`config.mk`:
```
export PLATFORM = sky130hd
export DESIGN_NAME = clk_div_bank
export DESIGN_NICKNAME = d
export VERILOG_FILES = /design/src/rtl/clk_div_bank.sv
export SDC_FILE = /design/constraint.sdc
export NUM_CORES = 1
export LEC_CHECK = 0
export BUFFER_PORTS_ARGS = -buffer_cell sky130_fd_sc_hd__buf_2
export CORE_ASPECT_RATIO = 0.7
export CORE_MARGIN = 2
export CORE_UTILIZATION = 56
export CTS_BUF_LIST = sky130_fd_sc_hd__clkbuf_8
export CTS_CLUSTER_DIAMETER = 40
export DETAILED_ROUTE_END_ITERATION = 16
export PLACE_DENSITY = 0.88
export SLEW_MARGIN = 40
export SYNTH_ARGS = -nofsm -noshare
export SYNTH_HDL_FRONTEND = slang
export SYNTH_SLANG_ARGS = --single-unit
```
`constraint.sdc`:
```
create_clock -name clk -period 3.18 [get_ports clk]
set_input_delay 0.477 -clock clk [delete_from_list [all_inputs] [get_ports clk]]
set_output_delay 0.477 -clock clk [all_outputs]
set_load 0.1 [all_outputs]
```
`src/rtl/clk_div_bank.sv`:
```
// clk_div_bank: multi-channel runtime-programmable clock divider (toggle / pulse output).
// Define CLK_DIV_BANK_PHASE_SYNC_EN to add a sync input that realigns every channel.

module clk_div_chan #(
    parameter int CNT_W        = 16,
    parameter int DEFAULT_DIV  = 5,
    parameter int DEFAULT_MODE = 0
) (
    input  logic             clk,
    input  logic             reset,
    input  logic             en,
    input  logic             sync,
    input  logic             wr,
    input  logic [CNT_W-1:0] wr_div,
    input  logic             wr_mode,
    output logic             pending,
    output logic             out,
    output logic             tick
);
    logic [CNT_W-1:0] cnt, d_act, d_sh;
    logic             mode, mode_sh;
    logic             evt, apply;

    assign evt   = en && !sync && (cnt == d_act);
    // Shadow values only move to the live set at a period boundary or while idle,
    // so the output never sees a truncated half-period.
    assign apply = pending && (sync || !en || evt);

    always_ff @(posedge clk or posedge reset) begin
        if (reset) begin
            cnt     <= '0;
            d_act   <= CNT_W'(DEFAULT_DIV);
            d_sh    <= CNT_W'(DEFAULT_DIV);
            mode    <= (DEFAULT_MODE != 0);
            mode_sh <= (DEFAULT_MODE != 0);
            pending <= 1'b0;
            out     <= 1'b0;
            tick    <= 1'b0;
        end else begin
            if (wr) begin
                d_sh    <= wr_div;
                mode_sh <= wr_mode;
            end
            // A write in the apply cycle re-arms pending for the following boundary.
            if (wr)
                pending <= 1'b1;
            else if (apply)
                pending <= 1'b0;
            if (apply) begin
                d_act <= d_sh;
                mode  <= mode_sh;
            end
            if (sync || !en) begin
                cnt  <= '0;
                out  <= 1'b0;
                tick <= 1'b0;
            end else if (evt) begin
                cnt  <= '0;
                tick <= 1'b1;
                if (apply && (mode_sh != mode))
                    out <= 1'b0;
                else if (mode)
                    out <= 1'b1;
                else
                    out <= ~out;
            end else begin
                cnt  <= cnt + 1'b1;
                tick <= 1'b0;
                if (mode)
                    out <= 1'b0;
            end
        end
    end
endmodule

module clk_div_bank #(
    parameter int CHANNELS     = 2,
    parameter int CNT_W        = 16,
    parameter int DEFAULT_DIV  = 5,
    parameter int DEFAULT_MODE = 0
) (
    input  logic                clk,
    input  logic                reset,
    input  logic [CHANNELS-1:0] en,
    input  logic                div_wr,
    input  logic [2:0]          div_sel,
    input  logic [CNT_W-1:0]    div_data,
    input  logic                div_mode,
`ifdef CLK_DIV_BANK_PHASE_SYNC_EN
    input  logic                sync,
`endif
    output logic [CHANNELS-1:0] pending,
    output logic [CHANNELS-1:0] out,
    output logic [CHANNELS-1:0] tick
);
    logic sync_all;

`ifdef CLK_DIV_BANK_PHASE_SYNC_EN
    assign sync_all = sync;
`else
    assign sync_all = 1'b0;
`endif

    // Out-of-range selects match no channel, so such writes fall away.
    for (genvar i = 0; i < CHANNELS; i++) begin : g_ch
        logic wr_ch;
        assign wr_ch = div_wr && (div_sel == 3'(i));

        clk_div_chan #(
            .CNT_W       (CNT_W),
            .DEFAULT_DIV (DEFAULT_DIV),
            .DEFAULT_MODE(DEFAULT_MODE)
        ) u_ch (
            .clk    (clk),
            .reset  (reset),
            .en     (en[i]),
            .sync   (sync_all),
            .wr     (wr_ch),
            .wr_div (div_data),
            .wr_mode(div_mode),
            .pending(pending[i]),
            .out    (out[i]),
            .tick   (tick[i])
        );
    end
endmodule

```
Yosys cells after proc, flatten, opt, wreduce, memory -nomap -nowiden
Index checks and enable logic that the tools add are counted.
{ "totals": {"reg_bits": 106, "input_bits": 25, "out_inout_bits": 6, "wordCells": 64} }
{ "op_classes": {"n_addsub": 2, "eq_ne": 7, "mux": 22, "bitwise_logic": 2, "n_reduce_logical": 15} }
{ "op_table": {"columns": ["op", "count"], "rows": [
  ["$mux 16", 4],
  ["$add 16x1->16 const B", 2],
  ["$eq 16x16->1", 2],
  ["$mux 1", 18],
  ["$logic_and 1x1->1", 8],
  ["$ne 3x1->1 const B", 2],
  ["$reduce_bool 2->1", 2],
  ["$eq 3x1->1 const B", 1],
  ["$logic_not 3->1", 1],
  ["$logic_not 1->1", 2],
  ["$logic_or 1x1->1", 2],
  ["$ne 1x1->1", 2],
  ["$not 1->1", 2]
]} }

Depth between registers and ports, before layout
Gate-level depths: netlist (run 1).
{ "depth": {"word_depth": 8, "mapped_depth": 7} }

By module
From an unflattened synthesis (run 1), not the netlist that was laid out.
{ "unflattened": {"hier_cells": 359, "area_unflattened_um2": 4758.3} }
{ "modules_own_cells": {"columns": ["mod", "instances", "cells_each", "area_each_um2", "seq_area_each_um2"], "rows": [
  ["clk_div_chan", 2, 178, 2363.5, 1331.3],
  ["clk_div_bank", 1, 3, 31.3, 0.0]
]} }

Worst setup path after synthesis (run 1)
No wires, ideal clock.
{ "synth_timing": {"kind": "reg-to-reg", "start": "reg g_ch[0].u_ch.d_act[2]", "end": "reg g_ch[0].u_ch.d_act[1]", "setup_time_ps": 125, "arrival_ps": 1927, "required_time_ps": 3055, "setup_slack_ps": 1128, "stages_incl_launch_ff": 7, "cell_sequence": "dfstp_2 > xnor2_1 > nand4_1 > o41ai_4 > nand2_4 > buf_6 > mux2_4"} }
{ "synth_via": {"elab_chain_len": 4} }
{ "synth_lines": {"columns": ["element", "line_no", "source"], "rows": [
  ["start, declared", "20", "logic [CNT_W-1:0] cnt, d_act, d_sh;"],
  ["start signal, assigned", "32", "d_act <= CNT_W'(DEFAULT_DIV);"],
  ["start signal, assigned", "50", "d_act <= d_sh;"],
  ["$eq 16x16->1", "24", "assign evt = en && !sync && (cnt == d_act);"],
  ["$logic_and 1x1->1", "24", null],
  ["$logic_or 1x1->1", "27", "assign apply = pending && (sync || !en || evt);"],
  ["$logic_and 1x1->1", "27", null]
]} }
Every way passes these cells.
A chain may end at the register's enable or synchronous reset.

Worst setup path after layout (run 1)
{ "layout_timing": {"start": "reg g_ch[0].u_ch.d_act[2]", "end": "reg g_ch[0].u_ch.d_act[5]"} }
The elaborated chain is that of the path after synthesis.

==> results.sh, run 1 <==
export IMPL_die_h_um=81.3
export IMPL_startpoint_type="flop"
export IMPL_io_buffers=30
export IMPL_diodes=0
export IMPL_antenna_found_initial=0
export IMPL_dr_first_iter_drc_count=163
export IMPL_max_freq_mhz=443
export IMPL_power_per_cell_area_nw_per_um2=681
export IMPL_avgSynthCellArea_um2=13.2
export IMPL_cts_resized=0
export IMPL_ys_seq_area_frac=0.557
export IMPL_die_x_um=114
export IMPL_tritoncts="done"
export IMPL_layout_nets=424
export IMPL_synthesis_area_um2=4780
export IMPL_ctsHoldBuffers=0
export IMPL_drive_above_1_share=0.346
export IMPL_synth_area_top_cells="dfrtp_1 (51%), mux2_2 (11%), xnor2_1 (8.2%)"
export IMPL_gp_congestion=0.847
export IMPL_grt_pass1_wl_um=15400
export IMPL_htree_num_levels=3
export IMPL_ir_drop_mv=0.420
export IMPL_fin_crit_sh=0.709
export IMPL_hold_viol=0
export IMPL_max_slew_margin_rel=0.525
export IMPL_period_minus_slack_ps=2260
export IMPL_multiInputGateArea_um2=2030
export IMPL_wirelength_um=9400
export IMPL_initial_core_util=0.571
export IMPL_synth_top_area_cell="dfrtp_1"
export IMPL_min_path_type="input port to async pin"
export IMPL_gr_total_overflow=0
export IMPL_cts_setup_buffers=0
export IMPL_fp_row_count=28
export IMPL_r2r_slack_ps=920
export IMPL_synth_top_area_frac=0.513
export IMPL_clk_transition_reported_paths_ps=90
export IMPL_insertion_delay_ps=380
export IMPL_yosys_register_bits=106
export IMPL_hpwl_um=6810
export IMPL_core_area_um2=8370
export IMPL_syn_nets=390
export IMPL_ys_warn_count=0
export IMPL_fin_skew_ps=8.32
export IMPL_pin_count=31
export IMPL_maxCapViolCount=0
export IMPL_place_area_um2=5060
export IMPL_grt_max_degree=48
export IMPL_tns_ps=0
export IMPL_grt_use_total=0.223
export IMPL_yosysUniqueCellTypes=36
export IMPL_syn2layout_area_growth_pct=10.0
export IMPL_cp_max_fo=17
export IMPL_route_detailed_drc=0
export IMPL_status="completed"
export IMPL_via_count=2862
export IMPL_die_area_um2=9300
export IMPL_p_leak_uw=0.00235
export IMPL_grt_pass1_vias=2999
export IMPL_setup_viol=0
export IMPL_cts_max_path_buffers=2
export IMPL_worst_pin_slew_ps=711
export IMPL_stdcell_area_um2=5260
export IMPL_regArea_um2=2660
export IMPL_fillers=629
export IMPL_syn_instance_count=363
export IMPL_critical_path_class="flop to flop"
export IMPL_ant_nets=0
export IMPL_rsz0062_at_grt="false"
export IMPL_cts_root_buf="clkbuf_8"
export IMPL_cts_num_sinks=106
export IMPL_crit_arrival_ps=2530
export IMPL_cts_made_buffers=9
export IMPL_cp_end_kind="flop"
export IMPL_required_ps=3450
export IMPL_hold_ws_ps=194
export IMPL_drtPass1Iterations=4
export IMPL_avgRoutedWirePerCell_um=18.5
export IMPL_slew_viol_final=0
export IMPL_vias_per_cell=5.64
-- where the power goes --
part           internal, uW  total [uW]  switching, uW
Sequential             1690        1940            250
Clock                   380         828            448
Combinational           485         812            327
Total                  2560        3580           1020
-- worst max-delay path: stages, from the launching register on --
cell and delay, ps:
dfstp_2 560, xnor2_1 130, nand4_1 200, o41ai_4 380
buf_4 290, nand2_4 220, mux2_4 360
-- final timing paths --
path / cells after the start / endpoint / start
setup / recovery: 6 / g_ch[0].u_ch.d_act[5]$_DFFE_PP0P_ / g_ch[0].u_ch.d_act[2]$_DFFE_PP1P_
hold / removal: 2 / g_ch[0].u_ch.d_act[15]$_DFFE_PP0P_ / reset
setup reg to reg: 6 / g_ch[0].u_ch.d_act[5]$_DFFE_PP0P_ / g_ch[0].u_ch.d_act[2]$_DFFE_PP1P_
hold reg to reg: 1 / g_ch[0].u_ch.d_act[15]$_DFFE_PP0P_ / g_ch[0].u_ch.d_sh[15]$_DFFE_PP0P_
max in group asynchronous: 3 / g_ch[0].u_ch.d_sh[2]$_DFFE_PP1P_ / reset
min in group clk: 2 / g_ch[0].u_ch.d_sh[15]$_DFFE_PP0P_ / div_data[15]
-- flip-flops by register name, indices dropped and copies added, names as in the netlist --
| name | cells |
|---|---|
| g_ch.u_ch.cnt | 32 |
| g_ch.u_ch.mode | 2 |
| g_ch.u_ch.pending | 2 |
| g_ch.u_ch.tick | 2 |
| g_ch.u_ch.d_act | 32 |
| g_ch.u_ch.out | 2 |
| g_ch.u_ch.d_sh | 32 |
| g_ch.u_ch.mode_sh | 2 |
-- metrics by stage --
stage / instances / worst slack (ps) / power (uW) / utilization
2_1_floorplan: 363 / 1130 / 2540 / -
3_5_place_dp: 491 / 958 / 2770 / 0.604
6_report: 507 / 925 / 3580 / 0.628
4_1_cts: 507 / 930 / 3600 / 0.628
5_1_grt: 507 / 806 / 3750 / 0.628
3_3_place_gp: 491 / 1060 / 2710 / 0.604
-- placed cells by master, fill, tap and decap left out, drive strengths merged, types with 4 or more instances in the layout --
cell type,count
dfstp,8
clkinv,4
nand2,12
nor2,36
and3,6
clkbuf,10
a21oi,5
buf,37
mux2,68
nand4,11
dfrtp,98
xnor2,45
xor2,14
inv,6
nand3,11
nor3,4
-- kinds of logic (layout without fill, tap and decap cells) --
group,Yosys count,in the layout,synth area share
buffers and inverters,20,59,0.0238
DFF,106,106,0.557
and+or+nand+nor,96,96,0.106
AOI/OAI and AO/OA,12,12,0.0241
xor gates and xnor gates,59,59,0.108
adders and majority gates,2,2,0.00524
muxes,68,68,0.176
-- Yosys cell counts --
master	count
buf_4	6
nand2b_1	1
xor2_1	14
inv_1	6
a31o_2	2
nor2_1	36
ha_1	2
a21oi_1	5
o21ai_0	1
mux2_2	48
nor2b_1	1
clkbuf_1	4
or2_0	1
or4_1	2
nor3_1	4
or2_2	1
o22ai_1	2
buf_1	1
o41ai_4	2
xnor2_1	45
dfstp_2	8
mux2_4	20
dfrtp_1	98
nand3_1	11
nand2_1	10
nand4_1	11
or3b_2	1
buf_2	1
or3_1	2
nand3b_1	2
and4_1	3
and3_1	6
nor4b_2	1
nor4bb_1	1
nand2_4	2
buf_6	2
-- per-layer routing --
layer | wire (um) | GRT usage
met5 | 0 | 0
met4 | 142 | 0.0780
met3 | 688 | 0.0634
met2 | 4160 | 0.326
met1 | 4410 | 0.321
-- area by class of cell --
type | instances | area share
sequential | 106 | 0.507
timing repair buffer | 37 | 0.0409
clock inverter | 6 | 0.0109
clock buffer | 10 | 0.0262
tap | 105 | 0.0250
inverter | 6 | 0.00500
multi-input combinational | 237 | 0.385
Note: power is estimated with default switching activity, not from simulation.
==> run 2, diff against run 1 <==
CORE_UTILIZATION = 63   (was 56)
PLACE_DENSITY = 0.93   (was 0.88)
clock period = 2.1 ns   (was 3.18 ns; I/O delays follow)
==> run 2 against run 1 <==
Against the previous run:
- sequential share of layout area fell by 1.1 points
- maximum frequency is 7.7% higher
- utilization grew 11 points
- setup slack worse by 920 ps
- sequential power rose by 53%
- register-to-register slack got worse by 920 ps
- critical endpoint unchanged
==> results.sh, run 2 (synthesized netlist as in run 1, its figures left out) <==
export IMPL_hpwl_um=6970
export IMPL_startpoint_type="flop"
export IMPL_core_area_um2=7320
export IMPL_rsz0062_at_grt="true"
export IMPL_status="completed"
export IMPL_hold_viol=0
export IMPL_diodes=0
export IMPL_setup_viol=0
export IMPL_layout_nets=433
export IMPL_cts_num_sinks=106
export IMPL_fin_crit_sh=0.997
export IMPL_cp_cell_sequence="xnor2_2 > nand4_1 > o41ai_4 > nand2_4 > buf_12 > mux2_4"
export IMPL_syn2layout_area_growth_pct=12.6
export IMPL_fp_row_count=26
export IMPL_cts_made_buffers=9
export IMPL_tns_ps=0
export IMPL_hold_ws_ps=183
export IMPL_grt_pass1_vias=3127
export IMPL_required_ps=2350
export IMPL_ant_nets=0
export IMPL_crit_buf_inv=1
export IMPL_grt_pass1_wl_um=16200
export IMPL_grt_use_total=0.262
export IMPL_htree_num_levels=3
export IMPL_final_util=0.735
export IMPL_cts_root_buf="clkbuf_8"
export IMPL_dp_cells=488
export IMPL_fin_cells=509
export IMPL_initial_core_util=0.653
export IMPL_die_area_um2=8310
export IMPL_cp_end_kind="flop"
export IMPL_avgRoutedWirePerCell_um=20.2
export IMPL_mostFrequentLayoutCells="dfrtp_1 (95), mux2_2 (48), xnor2_1 (44)"
export IMPL_die_h_um=76.9
export IMPL_slowest_stage="dfrtp_1"
export IMPL_critical_path_class="flop to flop"
export IMPL_maxCapViolCount=0
export IMPL_critical_path_max_stage_delay_ps=470
export IMPL_pin_count=31
export IMPL_drive_above_1_share=0.375
export IMPL_reg_largest_list="g_ch.u_ch.cnt (32), g_ch.u_ch.d_act (32), g_ch.u_ch.d_sh (32)"
export IMPL_route_detailed_drc=0
export IMPL_crit_family="flip-flops"
export IMPL_power_per_cell_area_nw_per_um2=1030
export IMPL_drtPass1Iterations=4
export IMPL_wirelength_um=10300
export IMPL_worst_pin_slew_ps=488
export IMPL_max_freq_mhz=478
export IMPL_via_count=3007
export IMPL_min_path_type="input port to flop"
export IMPL_layout_commonest_cell="dfrtp_1"
export IMPL_gp_congestion=0.880
export IMPL_p_leak_uw=0.00240
export IMPL_grt_max_degree=76
export IMPL_gr_total_overflow=0
export IMPL_clk_transition_reported_paths_ps=110
export IMPL_io_buffers=30
export IMPL_cp_max_fo=10
export IMPL_cts_max_path_buffers=2
export IMPL_ir_drop_mv=0.606
export IMPL_slew_viol_final=0
export IMPL_insertion_delay_ps=380
export IMPL_max_slew_margin_rel=0.677
export IMPL_power_uw=5540
export IMPL_die_x_um=108
export IMPL_crit_arrival_ps=2340
export IMPL_dr_first_iter_drc_count=194
export IMPL_fin_skew_ps=19.7
export IMPL_tritoncts="done"
export IMPL_period_minus_slack_ps=2090
export IMPL_vias_per_cell=5.91
export IMPL_antenna_found_initial=0
[run 2: cell count changes in the layout (fill, tap and decap cells not counted), sizes merged]
| cell | previous run | this run |
|---|---|---|
| inv | 6 | 7 |
| buf | 37 | 45 |
| dlygate4sd3 | 0 | 1 |
| clkinvlp | 1 | 2 |
| clkinv | 4 | 2 |
[run 2: path summary, 6_finish.rpt]
kind                            slack, ps  depth (start not counted)                              from                                 to
max in group asynchronous            1040                          4                             reset  g_ch[0].u_ch.d_act[0]$_DFFE_PP1P_
worst max register to register          7                          6    g_ch[0].u_ch.cnt[11]$_DFF_PP0_  g_ch[0].u_ch.d_act[5]$_DFFE_PP0P_
worst max-delay path                    7                          6    g_ch[0].u_ch.cnt[11]$_DFF_PP0_  g_ch[0].u_ch.d_act[5]$_DFFE_PP0P_
min in group asynchronous             400                          3                             reset   g_ch[0].u_ch.pending$_DFFE_PP0P_
worst min register to register        520                          1  g_ch[0].u_ch.d_sh[1]$_DFFE_PP0P_  g_ch[0].u_ch.d_act[1]$_DFFE_PP0P_
worst min-delay path                  180                          2                       div_data[7]   g_ch[1].u_ch.d_sh[7]$_DFFE_PP0P_
[run 2: final cells by class]
cell class,instances,area [um2]
Inverter,6,26.3
Clock inverter,6,72.6
Sequential cell,106,2670
Clock buffer,10,138
Fill cell,467,1940
Tap cell,98,123
Timing Repair Buffer,46,314
Multi-Input combinational cell,237,2040
[run 2: metrics by stage]
step	worst slack, ps	instance area (um2)
after floorplan	48.1	4780
after global placement	137	5080
after detailed placement	11.9	5080
after CTS	50.6	5330
after global routing	-66.0	5380
final	6.95	5380
[run 2: timing repair]
| action | CTS | global route |
|---|---|---|
| cloned | 0 | 0 |
| resized for setup | 0 | 7 |
| pin swaps | 1 | 4 |
| hold buffers | 1 | 0 |
| endpoints found under the setup margin | 1 | 35 |
| buffers inserted | 2 | 2 |
| endpoints found under the hold margin | 6 | 0 |
[run 2: report_power, final]
part	switching [uW]	internal [uW]
Sequential	402	2560
Clock	710	596
Combinational	518	751
Total	1630	3910
[run 2: per-layer routing]
metal,GRT usage,vias up,share of wire
met4,0.0859,0,0.020
li1,-,1338,-
met5,0,-,0
met3,0.0757,24,0.071
met1,0.368,1539,0.43
met2,0.399,106,0.48
